===== config.mk =====
export PLATFORM = sky130hd
export DESIGN_NAME = hci_core_source_linear
export DESIGN_NICKNAME = d
export VERILOG_FILES = /design/src/rtl/hci_core_source_linear.sv
export SDC_FILE = /design/constraint.sdc
export NUM_CORES = 1
export LEC_CHECK = 0
export CORE_MARGIN = 2
export CORE_UTILIZATION = 44
export CTS_CLUSTER_DIAMETER = 200
export DETAILED_ROUTE_END_ITERATION = 10
export PLACE_DENSITY = 0.67
export SYNTH_ARGS = -nofsm -noshare
export SYNTH_HDL_FRONTEND = slang
export SYNTH_SLANG_ARGS = --single-unit
export TNS_END_PERCENT = 1

===== constraint.sdc =====
create_clock -name clk_i -period 4.75 [get_ports clk_i]
set_input_delay 0.475 -clock clk_i [delete_from_list [all_inputs] [get_ports clk_i]]
set_output_delay 0.475 -clock clk_i [all_outputs]
set_load 0.1 [all_outputs]

===== src/rtl/hci_core_source_linear.sv =====
// Read-side TCDM streamer: strided linear fetch over HCI core, credit-limited response FIFO,
// byte realignment of misaligned bases. Optional stall counter: HCI_SOURCE_PERF_CNT_EN.
module hci_core_source_linear #(
  parameter int unsigned DATA_WIDTH      = 64,
  parameter int unsigned LEN_WIDTH       = 16,
  parameter int unsigned RESP_FIFO_DEPTH = 4
) (
  input  logic                    clk_i,
  input  logic                    rst_ni,
  input  logic                    clear_i,
  input  logic                    enable_i,
  input  logic                    start_i,
  input  logic [31:0]             base_addr_i,
  input  logic [31:0]             stride_i,
  input  logic [LEN_WIDTH-1:0]    len_i,
  output logic                    ready_start_o,
  output logic                    busy_o,
  output logic                    done_o,
  output logic                    tcdm_req_o,
  input  logic                    tcdm_gnt_i,
  output logic [31:0]             tcdm_add_o,
  output logic                    tcdm_wen_o,
  output logic [DATA_WIDTH/8-1:0] tcdm_be_o,
  input  logic                    tcdm_r_valid_i,
  input  logic [DATA_WIDTH-1:0]   tcdm_r_data_i,
  output logic                    stream_valid_o,
  input  logic                    stream_ready_i,
  output logic [DATA_WIDTH-1:0]   stream_data_o,
  output logic [DATA_WIDTH/8-1:0] stream_strb_o,
  output logic [31:0]             perf_stall_cnt_o
);

  localparam int unsigned BeW  = DATA_WIDTH / 8;
  localparam int unsigned PtrW = $clog2(RESP_FIFO_DEPTH);
  localparam int unsigned CntW = PtrW + 1;

  typedef enum logic [1:0] {StIdle, StWorking, StDrain} state_e;

  state_e                r_state, w_state_d;
  logic [31:0]           r_addr, r_stride;
  logic [LEN_WIDTH-1:0]  r_len, r_issued, r_popped;
  logic [1:0]            r_off;
  logic [CntW-1:0]       r_credit, r_count;
  logic [PtrW-1:0]       r_wptr, r_rptr;
  logic                  r_drop, r_done_zero;
  logic [DATA_WIDTH-1:0] r_fifo_data [RESP_FIFO_DEPTH];
  logic [1:0]            r_fifo_off  [RESP_FIFO_DEPTH];

  logic w_start_ok, w_start_zero, w_req, w_gnt_acc, w_push, w_empty, w_valid, w_pop;
  logic w_drain_done;
  logic [BeW-1:0] w_strb_all;

  assign w_start_ok   = enable_i & start_i & ~clear_i & (r_state == StIdle) & (len_i != '0);
  assign w_start_zero = enable_i & start_i & ~clear_i & (r_state == StIdle) & (len_i == '0);
  assign w_req        = (r_state == StWorking) & enable_i & (r_issued < r_len) &
                        (r_credit < CntW'(RESP_FIFO_DEPTH));
  assign w_gnt_acc    = w_req & tcdm_gnt_i;
  // The response to a grant issued in the clear cycle lands one cycle later; r_drop masks it.
  assign w_push       = tcdm_r_valid_i & ~r_drop & ~clear_i;
  assign w_empty      = (r_count == '0);
  assign w_valid      = enable_i & ~w_empty;
  assign w_pop        = w_valid & stream_ready_i;
  assign w_drain_done = (r_state == StDrain) & enable_i & (r_popped == r_len);

  always_comb begin
    w_state_d = r_state;
    unique case (r_state)
      StIdle:    if (w_start_ok) w_state_d = StWorking;
      StWorking: if (w_gnt_acc && (r_issued + LEN_WIDTH'(1) == r_len)) w_state_d = StDrain;
      StDrain:   if (w_drain_done) w_state_d = StIdle;
      default:   w_state_d = StIdle;
    endcase
    if (clear_i) w_state_d = StIdle;
  end

  always_ff @(posedge clk_i or negedge rst_ni) begin
    if (!rst_ni) begin
      r_state     <= StIdle;
      r_addr      <= '0;
      r_stride    <= '0;
      r_len       <= '0;
      r_issued    <= '0;
      r_popped    <= '0;
      r_off       <= '0;
      r_credit    <= '0;
      r_count     <= '0;
      r_wptr      <= '0;
      r_rptr      <= '0;
      r_drop      <= 1'b1;
      r_done_zero <= 1'b0;
    end else if (clear_i) begin
      r_state     <= StIdle;
      r_addr      <= '0;
      r_stride    <= '0;
      r_len       <= '0;
      r_issued    <= '0;
      r_popped    <= '0;
      r_off       <= '0;
      r_credit    <= '0;
      r_count     <= '0;
      r_wptr      <= '0;
      r_rptr      <= '0;
      r_drop      <= 1'b1;
      r_done_zero <= 1'b0;
    end else begin
      r_state     <= w_state_d;
      r_drop      <= 1'b0;
      r_done_zero <= w_start_zero;
      if (w_start_ok) begin
        r_addr   <= base_addr_i;
        r_stride <= stride_i;
        r_len    <= len_i;
        r_issued <= '0;
        r_popped <= '0;
      end
      if (w_gnt_acc) begin
        r_addr   <= r_addr + r_stride;
        r_issued <= r_issued + LEN_WIDTH'(1);
        r_off    <= r_addr[1:0];
      end
      if (w_pop)  r_popped <= r_popped + LEN_WIDTH'(1);
      if (w_push) r_wptr   <= r_wptr + PtrW'(1);
      if (w_pop)  r_rptr   <= r_rptr + PtrW'(1);
      // Credit covers in-flight plus buffered words, so a response never finds the FIFO full.
      r_credit <= r_credit + CntW'(w_gnt_acc) - CntW'(w_pop);
      r_count  <= r_count + CntW'(w_push) - CntW'(w_pop);
    end
  end

  always_ff @(posedge clk_i) begin
    if (w_push) begin
      r_fifo_data[r_wptr] <= tcdm_r_data_i;
      r_fifo_off[r_wptr]  <= r_off;
    end
  end

  assign w_strb_all = '1;

  always_comb begin
    stream_data_o = '0;
    stream_strb_o = '0;
    if (!w_empty) begin
      stream_data_o = r_fifo_data[r_rptr] >> {r_fifo_off[r_rptr], 3'b000};
      stream_strb_o = w_strb_all >> r_fifo_off[r_rptr];
    end
  end

  assign stream_valid_o = w_valid;
  assign tcdm_req_o     = w_req;
  assign tcdm_add_o     = {r_addr[31:2], 2'b00};
  assign tcdm_wen_o     = 1'b1;
  assign tcdm_be_o      = '1;
  assign ready_start_o  = (r_state == StIdle);
  assign busy_o         = (r_state != StIdle);
  assign done_o         = r_done_zero | w_drain_done;

`ifdef HCI_SOURCE_PERF_CNT_EN
  logic [31:0] r_stall_cnt;

  always_ff @(posedge clk_i or negedge rst_ni) begin
    if (!rst_ni) begin
      r_stall_cnt <= '0;
    end else if (clear_i || w_start_ok) begin
      r_stall_cnt <= '0;
    end else if (w_req && !tcdm_gnt_i && (r_stall_cnt != '1)) begin
      r_stall_cnt <= r_stall_cnt + 32'd1;
    end
  end

  assign perf_stall_cnt_o = r_stall_cnt;
`else
  assign perf_stall_cnt_o = '0;
`endif

endmodule


==> qor.yml <==
min_path:
  worstHoldEndpoint: "r_rptr[0]$_DFFE_PN0P_"
  hp-start: "clear_i"
  hp-class: "input pin to flop"
  whs_path_depth: 2
clocking:
  tritoncts: "built"
  cts_root_buffer: "clkbuf_16"
  clk_path_buf_depth: 3
  htreeDepth: 2
  clock_sinks: 392
  insertion_delay_ns: 0.56
  numCtsBuffers: 43
  clk_pin_slew_ns: 0.06
power:
  vdd_ir_drop_max_mv: 0.8492
  p_leak_uw: 0.009215
  p_per_area_mw_per_mm2: 473.8
  finalPower_uw: 11330
grt:
  gr-total-overflow: 0
  antenna_found_initial: 4
  grt_max_degree: 77
  grt_usage: 0.2211
  grt_pass1_vias: 13640
  grt_pass1_wl_um: 80230
routing:
  wl_per_cell_um: 21.37
  vias_per_cell: 5.613
  drc: 0
  drtIter0Drc: 983
  wl_um: 51840
  ant_nets: 0
  first_pass_iters: 5
  vias: 13620
place:
  dp.final_hpwl_um: 36110
  gp_congestion: 0.9523
  portBuffers: 258
  pre_cts_ws_ns: 1.027
timing:
  fin_crit_sh: 0.8615
  fmax_mhz: 244.4
  setup_violations: 0
  fin_crit_ns: 4.092
  fin_ws_ns: 0.6581
  slew_viol_final: 0
  relSlewSlack: 0.2983
  timing.hold.ws_ns: 0.3316
  hold_violations: 0
  finalSetupTns_ns: 0
  worstMarginPinSlew_ns: 1.053
  skew_ns: 0.02126
  rsz0062_at_grt: "false"
logic_synthesis:
  ys_async_sr_fraction: 0.3265
  syn-instance-count: 1593
  synth_xor_area_frac: 0.03060
  synth_cell_types: 70
  synth_top_family_by_area: "simple AND/OR/NAND/NOR gates"
  synth_edf_count: 264
  synth_fa_ha_area_frac: 0.03916
  yosysWarnings: 0
  syn-cell-area_mm2: 0.01975
  synth_most_common_cell: "edfxtp_1"
  synthTopCellsByArea: "edfxtp_1 (40%), dfrtp_1 (16%), mux4_2 (7.5%)"
  syn_avg_cell_area_um2: 12.40
  ys_seq_area_frac: 0.5637
  yosys.area_share.simple: 0.1118
  netlist.area_leader.share: 0.4014
  synth-compound-area-share: 0.1025
  synth_top_area_cell: "edfxtp_1"
  synth_seq_cells: 392
  synth_mux_area_frac: 0.09757
  synthFlopType: "edfxtp_1"
  synth_commonest_cells: "edfxtp_1 (264), nand2_1 (182), dfrtp_1 (127)"
final_layout:
  nNetsFinal: 2012
  regArea_mm2: 0.01114
  syn_to_final_growth_pct: 21.04
  drive_gt1_frac: 0.1365
  multi_input_area_mm2: 0.007725
  fill_cells: 3702
die:
  ios: 302
  die-area_mm2: 0.04659
  num_rows: 77
  die_w_um: 215.9
  core_mm2: 0.04422
  start_util: 0.4466
  fp.dieH_um: 215.9
critical_path:
  endpoint_kind: "output pin"
  rrSetupSlack_ns: 1.00
  worstReg2RegEnd: "r_credit[2]$_DFF_PN0_"
  r2r-start: "r_len[1]$_DFFE_PN0P_"
  worstRegToRegCells: 17
  required_ns: 4.28
  cp-start-kind: "flop"
  worstPathArrival_ns: 3.62
  crit_type: "flop to output pin"
  crit_fanout: 3
status:
  outcome: "finished, final reports clean"
flow_run:
  drv_cap: 0
-- per-stage QoR --
| stage | area [um^2] | util | cells |
|---|---|---|---|
| final | 23900 | 0.5405 | 2426 |
| after global routing | 23900 | 0.5405 | 2425 |
| after CTS | 23900 | 0.5404 | 2424 |
| after detailed placement | 22470 | 0.5081 | 2346 |
| after global placement | 22470 | 0.5081 | 2346 |
| after floorplan | 19900 | - | 1634 |
-- registers in the layout, indices dropped and copies added, names as in the netlist, 3 cells and up --
register and cells:
r_addr 32, r_count 3, r_credit 3, r_fifo_data 256, r_fifo_off 8, r_issued 16
r_len 16, r_popped 16, r_stride 32
-- timing repair --
action | in CTS | in global routing
buffers inserted | 0 | 0
hold buffers | 1 | 0
endpoints found under the hold margin | 51 | 0
resized for setup | 0 | 0
-- layout make-up --
type,instances,area share
inverters,39,0.006124
diodes,2,0.0002094
multi-input cells,1040,0.3232
well taps,592,0.03099
flip-flops and latches,392,0.4659
clock inverters,21,0.01141
repair buffers,284,0.1142
clock buffers,56,0.04795
-- report_power, final --
group | leakage (uW) | internal [uW] | total, uW | switching (uW)
logic | 0.00440 | 989 | 4130 | 3140
registers | 0.00413 | 3750 | 3810 | 66.6
clock network | 0.000690 | 2030 | 3390 | 1350
-- how the worst max path moves through the flow --
stage                                      from                     to  slack, ns  cells after the start
after floorplan           r_rptr[0]$_DFFE_PN0P_      stream_data_o[40]       0.44                      7
after global placement     r_len[1]$_DFFE_PN0P_  r_credit[2]$_DFF_PN0_       1.08                     17
after detailed placement   r_len[1]$_DFFE_PN0P_  r_credit[2]$_DFF_PN0_       1.03                     17
after CTS                  r_len[1]$_DFFE_PN0P_             tcdm_req_o       0.66                      9
after global routing       r_len[1]$_DFFE_PN0P_             tcdm_req_o       0.51                      9
final                      r_len[1]$_DFFE_PN0P_             tcdm_req_o       0.66                      9
-- cells by family (layout without fill, tap and decap cells) --
group,count (synthesis),after routing
AOI/OAI and AO/OA,308,308
other,2,45
and+or+nand+nor,450,450
muxes,110,110
xor gates and xnor gates,69,69
DFF,392,392
adders and majority gates,60,60
buffers and inverters,202,400
-- cells in the final DEF (no fill, tap or decap), types with 7 or more instances in the layout --
cell,instances
o21ai_0,74
nand2_1,182
o22ai_1,26
a21oi_1,51
xor2_1,18
buf_12,10
and3_1,34
clkbuf_1,12
nand4_1,16
nand3b_1,35
mux4_2,65
nor2_1,82
clkdlybuf4s50_1,188
a311oi_1,16
a211oi_1,40
edfxtp_1,264
a31oi_1,7
nor2b_1,29
a21o_1,17
mux2i_1,44
nand3_1,24
clkbuf_16,44
ha_1,57
o31ai_1,26
inv_1,38
conb_1,43
buf_4,85
dfrtp_1,125
xnor2_1,51
-- metal layers --
metal	global-route usage	routed length (um)	up-vias	part of all wire
li1	-	-	6248	-
met1	0.3056	22200	6786	0.43
met2	0.3624	24900	502	0.48
met3	0.03608	3440	82	0.066
met4	0.06161	1299	0	0.025
met5	0	0	-	0
-- critical path, cell delays in order (launching register included) --
cell             delay (ns)
dfrtp_1                0.41
inv_1                  0.09
ha_1                   0.30
nor2b_1                0.13
o21a_1                 0.15
o21ai_0                0.21
a21oi_1                0.15
o21a_1                 0.26
nor2_1                 0.19
clkdlybuf4s50_1        1.17
Power figures use the tool's default switching activity.
